--- src/rtl/fp_pkg.sv ---
// rtl/fp_pkg.sv - packed float format, pack-stage state encoding and constants
package fp_pkg;

    localparam int MB = 23;
    localparam int EB = 8;
    localparam int FP_BIAS = (2 ** (EB - 1)) - 1;

    typedef struct packed {
        logic          sign;
        logic [EB-1:0] exp;
        logic [MB-1:0] mant;
    } fp;

    typedef enum logic [1:0] {
        PS_IDLE  = 2'd0,
        PS_NORM  = 2'd1,
        PS_ROUND = 2'd2,
        PS_HOLD  = 2'd3
    } pack_state_t;

    localparam fp FP_QNAN   = {1'b0, {EB{1'b1}}, 1'b1, {(MB-1){1'b0}}};
    localparam fp FP_MAXFIN = {1'b0, {(EB-1){1'b1}}, 1'b0, {MB{1'b1}}};

endpackage

--- src/rtl/fp_round_rne.sv ---
// rtl/fp_round_rne.sv - combinational round-to-nearest-even of a mantissa
module fp_round_rne #(
    parameter int MB = 23,
    parameter int XW = 10
) (
    input  logic [MB-1:0]        mant_i,
    input  logic                 guard_i,
    input  logic                 sticky_i,
    input  logic signed [XW-1:0] exp_i,
    output logic [MB-1:0]        mant_o,
    output logic signed [XW-1:0] exp_o,
    output logic                 carry_o
);
    logic          round_up;
    logic [MB:0]   sum;

    always_comb begin
        round_up = guard_i & (sticky_i | mant_i[0]);
        sum      = {1'b0, mant_i} + {{MB{1'b0}}, round_up};
        carry_o  = sum[MB];
        // on carry-out the low MB bits are already zero
        mant_o   = sum[MB-1:0];
        exp_o    = exp_i + {{(XW-1){1'b0}}, carry_o};
    end

endmodule

--- src/rtl/fp_pack_norm.sv ---
// rtl/fp_pack_norm.sv - sequential normalize, round and pack into fp format
module fp_pack_norm
    import fp_pkg::*;
#(
    parameter int WB = 48
) (
    input  logic                 clk,
    input  logic                 rst,
    input  logic                 in_valid,
    output logic                 in_ready,
    input  logic                 in_sign,
    input  logic signed [EB+1:0] in_exp,
    input  logic [WB-1:0]        in_sig,
    input  logic                 in_zero,
    input  logic                 in_inf,
    input  logic                 in_nan,
    output logic                 out_valid,
    input  logic                 out_ready,
    output fp                    out_fp,
    output logic                 out_ovf,
    output logic                 out_unf,
    output logic                 out_inexact
);
    localparam int XW = EB + 2;
    localparam int GB = WB - 3 - MB;
    localparam logic [WB-1:0]        LOW_MASK = (WB'(1) << GB) - WB'(1);
    localparam logic signed [XW-1:0] EXP_ONE  = XW'(1);
    localparam logic signed [XW-1:0] EXP_SAT  = XW'((2 ** EB) - 1);

    pack_state_t          state_q;
    logic [WB-1:0]        sig_q;
    logic signed [XW-1:0] exp_q;
    logic                 sticky_q;
    logic                 sign_q;
    fp                    fp_q;
    logic                 ovf_q;
    logic                 unf_q;
    logic                 inexact_q;

    logic [MB-1:0]        rnd_mant;
    logic signed [XW-1:0] rnd_exp;
    logic                 rnd_carry;
    logic                 guard;
    logic                 sticky_all;
    logic                 denorm;
    logic                 ovf;
    logic signed [XW-1:0] exp_fin;

    fp_round_rne #(
        .MB(MB),
        .XW(XW)
    ) u_round (
        .mant_i  (sig_q[WB-3 -: MB]),
        .guard_i (guard),
        .sticky_i(sticky_all),
        .exp_i   (exp_q),
        .mant_o  (rnd_mant),
        .exp_o   (rnd_exp),
        .carry_o (rnd_carry)
    );

    // A denormal that rounds into the hidden bit becomes the smallest normal.
    always_comb begin
        guard      = sig_q[GB];
        sticky_all = sticky_q | (|(sig_q & LOW_MASK));
        denorm     = (exp_q == EXP_ONE) && !sig_q[WB-2];
        exp_fin    = denorm ? {{(XW-1){1'b0}}, rnd_carry} : rnd_exp;
        ovf        = (exp_fin >= EXP_SAT);
    end

    always_ff @(posedge clk or posedge rst) begin
        if (rst) begin
            state_q   <= PS_IDLE;
            sig_q     <= '0;
            exp_q     <= '0;
            sticky_q  <= 1'b0;
            sign_q    <= 1'b0;
            fp_q      <= '0;
            ovf_q     <= 1'b0;
            unf_q     <= 1'b0;
            inexact_q <= 1'b0;
        end else begin
            case (state_q)
                PS_IDLE: begin
                    if (in_valid) begin
                        sign_q    <= in_sign;
                        ovf_q     <= 1'b0;
                        unf_q     <= 1'b0;
                        inexact_q <= 1'b0;
                        if (in_nan) begin
                            fp_q    <= FP_QNAN;
                            state_q <= PS_HOLD;
                        end else if (in_inf) begin
                            fp_q    <= {in_sign, {EB{1'b1}}, {MB{1'b1}}};
                            state_q <= PS_HOLD;
                        end else if (in_zero) begin
                            fp_q    <= {in_sign, {(EB+MB){1'b0}}};
                            state_q <= PS_HOLD;
                        end else begin
                            sig_q    <= in_sig;
                            exp_q    <= in_exp;
                            sticky_q <= 1'b0;
                            state_q  <= PS_NORM;
                        end
                    end
                end
                PS_NORM: begin
                    if (sig_q == '0) begin
                        fp_q    <= {sign_q, {(EB+MB){1'b0}}};
                        state_q <= PS_HOLD;
                    end else if (sig_q[WB-1]) begin
                        sig_q    <= sig_q >> 1;
                        sticky_q <= sticky_q | sig_q[0];
                        exp_q    <= exp_q + EXP_ONE;
                    end else if (exp_q < EXP_ONE) begin
                        fp_q      <= {sign_q, {(EB+MB){1'b0}}};
                        unf_q     <= 1'b1;
                        inexact_q <= 1'b1;
                        state_q   <= PS_HOLD;
                    end else if (!sig_q[WB-2] && (exp_q > EXP_ONE)) begin
                        sig_q <= sig_q << 1;
                        exp_q <= exp_q - EXP_ONE;
                    end else begin
                        state_q <= PS_ROUND;
                    end
                end
                PS_ROUND: begin
                    state_q <= PS_HOLD;
                    if (ovf) begin
                        fp_q      <= {sign_q, FP_MAXFIN[EB+MB-1:0]};
                        ovf_q     <= 1'b1;
                        inexact_q <= 1'b1;
                    end else begin
                        fp_q      <= {sign_q, exp_fin[EB-1:0], rnd_mant};
                        inexact_q <= guard | sticky_all;
                    end
                end
                PS_HOLD: begin
                    if (out_ready) begin
                        state_q <= PS_IDLE;
                    end
                end
                default: state_q <= PS_IDLE;
            endcase
        end
    end

    assign in_ready    = (state_q == PS_IDLE);
    assign out_valid   = (state_q == PS_HOLD);
    assign out_fp      = fp_q;
    assign out_ovf     = ovf_q;
    assign out_unf     = unf_q;
    assign out_inexact = inexact_q;

endmodule
--- config.mk ---
export PLATFORM = sky130hd
export DESIGN_NAME = fp_pack_norm
export DESIGN_NICKNAME = d
export VERILOG_FILES = /design/src/rtl/fp_pkg.sv /design/src/rtl/fp_round_rne.sv /design/src/rtl/fp_pack_norm.sv
export SDC_FILE = /design/constraint.sdc
export NUM_CORES = 1
export LEC_CHECK = 0
export CAP_MARGIN = 20
export CORE_ASPECT_RATIO = 0.5
export CORE_MARGIN = 2
export CORE_UTILIZATION = 40
export DETAILED_ROUTE_END_ITERATION = 16
export GPL_ROUTABILITY_DRIVEN = 1
export GPL_TIMING_DRIVEN = 1
export SYNTH_ARGS = -nofsm -noshare
export SYNTH_HDL_FRONTEND = slang
export SYNTH_SLANG_ARGS = --single-unit
export TNS_END_PERCENT = 10
--- constraint.sdc ---
create_clock -name clk -period 8.3 [get_ports clk]
set_input_delay 1.66 -clock clk [delete_from_list [all_inputs] [get_ports clk]]
set_output_delay 1.66 -clock clk [all_outputs]
set_load 0.02 [all_outputs]
==> impl_metrics.tcl <==
set metrics [dict create \
    status "finished, final reports clean" \
    rows 32 \
    async_reset_ff_share_pct 100 \
    whs_ns 0.508 \
    worstReg2RegStart "sig_q[25]$_DFFE_PP0P_" \
    cts_sinks 97 \
    hold_end "sign_q$_DFFE_PP0P_" \
    finalSetupTns_ns 0 \
    fin_crit_sh_pct 49.9 \
    final_max_slew_viol_count 0 \
    ioPinCount 103 \
    r2r_cells 12 \
    grt_overflow 0 \
    synth_cells 738 \
    wl_per_cell_um 18.0 \
    synth_edf_count 0 \
    insertion_delay_ns 0.35 \
    fin_nets 865 \
    utilization_pct 49.7 \
    hpwl_mm 12.3 \
    setup-violations-final 0 \
    rsz0062_at_grt "false" \
    max_freq_ghz 0.241 \
    antenna_found_initial 0 \
    maxCapViolations 0 \
    port-buffer-count 102 \
    synth_cell_types 53 \
    ys.flop_type "dfrtp_1" \
    hold_path_depth 1 \
    hold_viol 0 \
    cts-resized-gates 0 \
    avgSynthCellArea_um2 8.61 \
    place_congestion 0.841 \
    crit_arrival_ns 4.37 \
    core_area_mm2 0.0155 \
    min_from "sign_q$_DFFE_PP0P_" \
    fin_worst_skew_ns 0.0121 \
    yosysWarnings 0 \
    htree_levels 3 \
    vias 5912 \
    cp_max_fo 26 \
    grt_pass1_wl_mm 29.1 \
    wl_mm 18.0 \
    p_leak_nw 2.96 \
    period_needed_ns 4.14 \
    power_density_mw_per_mm2 424 \
    viasPerCell 5.92 \
    r2r-end "out_inexact$_DFFE_PP0P_" \
    syn-num-nets 814 \
    end_kind "flop" \
    clk_path_buf_depth 2 \
    cts_tree "built" \
    grt_usage_pct 21.5 \
    grt_max_degree 122 \
    grt_pass1_vias 5547 \
    worst_pin_slew_ns 1.07 \
    n_antenna_cell 0 \
    antenna_left 0 \
    path_class "reg2reg" \
    drc 0 \
    dieArea_mm2 0.0170 \
    post_cts_buffers 0 \
    ys_seq_elements 97 \
    die_y_um 93.1 \
    vdd_drop_max_uv 200 \
    start_util_pct 41.1 \
    clk_pin_slew_ns 0.07 \
    ys_seq_area_share_pct 38.2 \
    drt_iter0_drc 474 \
    clockRootBuffer "clkbuf_16" \
    die_w_um 182 \
    netlist_area_mm2 0.00635 \
    cp-start-kind "flop" \
    hold_buffers 0 \
    worstPathRequired_ns 8.53 \
    final_layout_size_suffix_gt1_share_pct 4.53 \
    areaGrowthSynthToFinish_pct 20.9 \
    r2r_setup_slack_ns 4.16 \
    min_path_type "reg2reg" \
    cts_buffers 9 \
    slew_headroom_pct 28.9 \
    drt_first_pass_iters 5 \
]
worst max-delay path: stages (launching register included):
cell and delay (ns):
dfrtp_1 0.52, and4_1 0.32, and4_1 0.38, inv_1 0.11
nor4_1 0.38, ha_1 0.26, ha_1 0.20, nand3_1 0.19
a21oi_1 0.23, or3b_2 0.18, and3_1 0.81, a21oi_1 0.12
mux2_2 0.30
routing by layer:
metal	track usage [%]	up-vias	wire length [µm]
li1	-	2836	-
met1	30.5	2925	8840
met2	35.0	143	8280
met3	3.70	8	779
met4	3.43	0	89
met5	0	-	0
sequential cells by signal, summed over array words and instances (netlist names):
| signal | count |
|---|---|
| exp_q | 10 |
| out_fp | 32 |
| out_inexact | 1 |
| out_ovf | 1 |
| out_unf | 1 |
| sig_q | 48 |
| sign_q | 1 |
| state_q | 2 |
| sticky_q | 1 |
cell families after synthesis:
family          Yosys count  share of synthesized area (%)
mux                       4                          0.670
flops                    97                           38.2
compound gates          283                           30.4
simple gates            195                           16.8
xor+xnor                 25                           3.45
buf+inv                 124                           8.51
fa+ha+maj                10                           1.97
placed cells by master (no fill, tap or decap), drive strengths merged, types with 4 or more instances in the layout:
cell type	instances
nand4	11
o21ai	58
dfrtp	97
clkbuf	11
nand3	15
xor2	11
nor4	17
nand2	34
nor3	10
xnor2	14
o22ai	8
o311ai	41
nor2b	4
a211oi	5
ha	10
a21oi	77
and3	11
clkdlybuf4s50	102
inv	55
nor2	32
and2	4
o22a	68
and4	4
buf	8
nand2b	42
a31oi	8
report_power, final:
| group | total [mW] | switching (mW) | leakage (nW) | internal, mW |
|---|---|---|---|---|
| Combinational | 1.77 | 0.981 | 1.71 | 0.791 |
| Clock | 0.431 | 0.187 | 0.142 | 0.244 |
| Sequential | 1.06 | 0.332 | 1.12 | 0.725 |
| Total | 3.26 | 1.50 | 2.96 | 1.76 |
cell usage after synthesis, types with 3 or more instances:
cell type	n	area [µm²]
buf_6	6	67.6
o21ai_1	3	15.0
a21oi_1	77	385
nor4_1	15	93.8
nand3_1	15	75.1
o311ai_0	41	359
xor2_1	11	96.3
o22ai_1	8	50.1
and3_1	11	68.8
nand4_1	11	68.8
xnor2_1	14	123
ha_1	10	125
o311a_1	3	30.0
and2_1	4	25.0
nor2b_1	4	25.0
buf_1	4	15.0
inv_1	54	203
dfrtp_1	97	2430
nor2_1	32	120
o21ai_0	53	265
a211oi_1	5	37.5
nand2_1	34	128
o22a_1	68	596
and4_1	4	35.0
a31oi_1	8	50.1
buf_4	3	22.5
o31ai_1	3	22.5
buf_2	15	75.1
nor3_1	10	50.1
clkbuf_1	42	158
nand2b_1	42	263
worst max path at each step:
stage,startpoint,end
2_1_floorplan,rst,exp_q[0]$_DFFE_PP0P_
4_1_cts,sig_q[25]$_DFFE_PP0P_,out_inexact$_DFFE_PP0P_
3_3_place_gp,in_nan,sig_q[0]$_DFFE_PP0P_
5_1_grt,sig_q[25]$_DFFE_PP0P_,out_fp[0]$_DFFE_PP0P_
3_5_place_dp,in_nan,sig_q[0]$_DFFE_PP0P_
6_report,sig_q[25]$_DFFE_PP0P_,out_inexact$_DFFE_PP0P_
per-stage QoR:
step / total power, mW / area, µm² / setup WS, ns / std cells
after floorplan: 2.31 / 6350 / 4.11 / 738
after global placement: 2.80 / 7370 / 4.09 / 982
after detailed placement: 2.83 / 7370 / 4.06 / 982
after CTS: 3.27 / 7680 / 4.19 / 998
after global routing: 3.52 / 7680 / 3.83 / 998
final: 3.26 / 7680 / 4.16 / 998
cell type report:
class                           instances  area (µm²)
Fill cell                            1484        7770
Sequential cell                        97        2430
Clock inverter                          5        62.6
Multi-Input combinational cell        517        3400
Tap cell                              204         255
Inverter                               54         205
Clock buffer                           11         243
Timing Repair Buffer                  110        1080
Note: power is estimated with default switching activity, not from simulation.
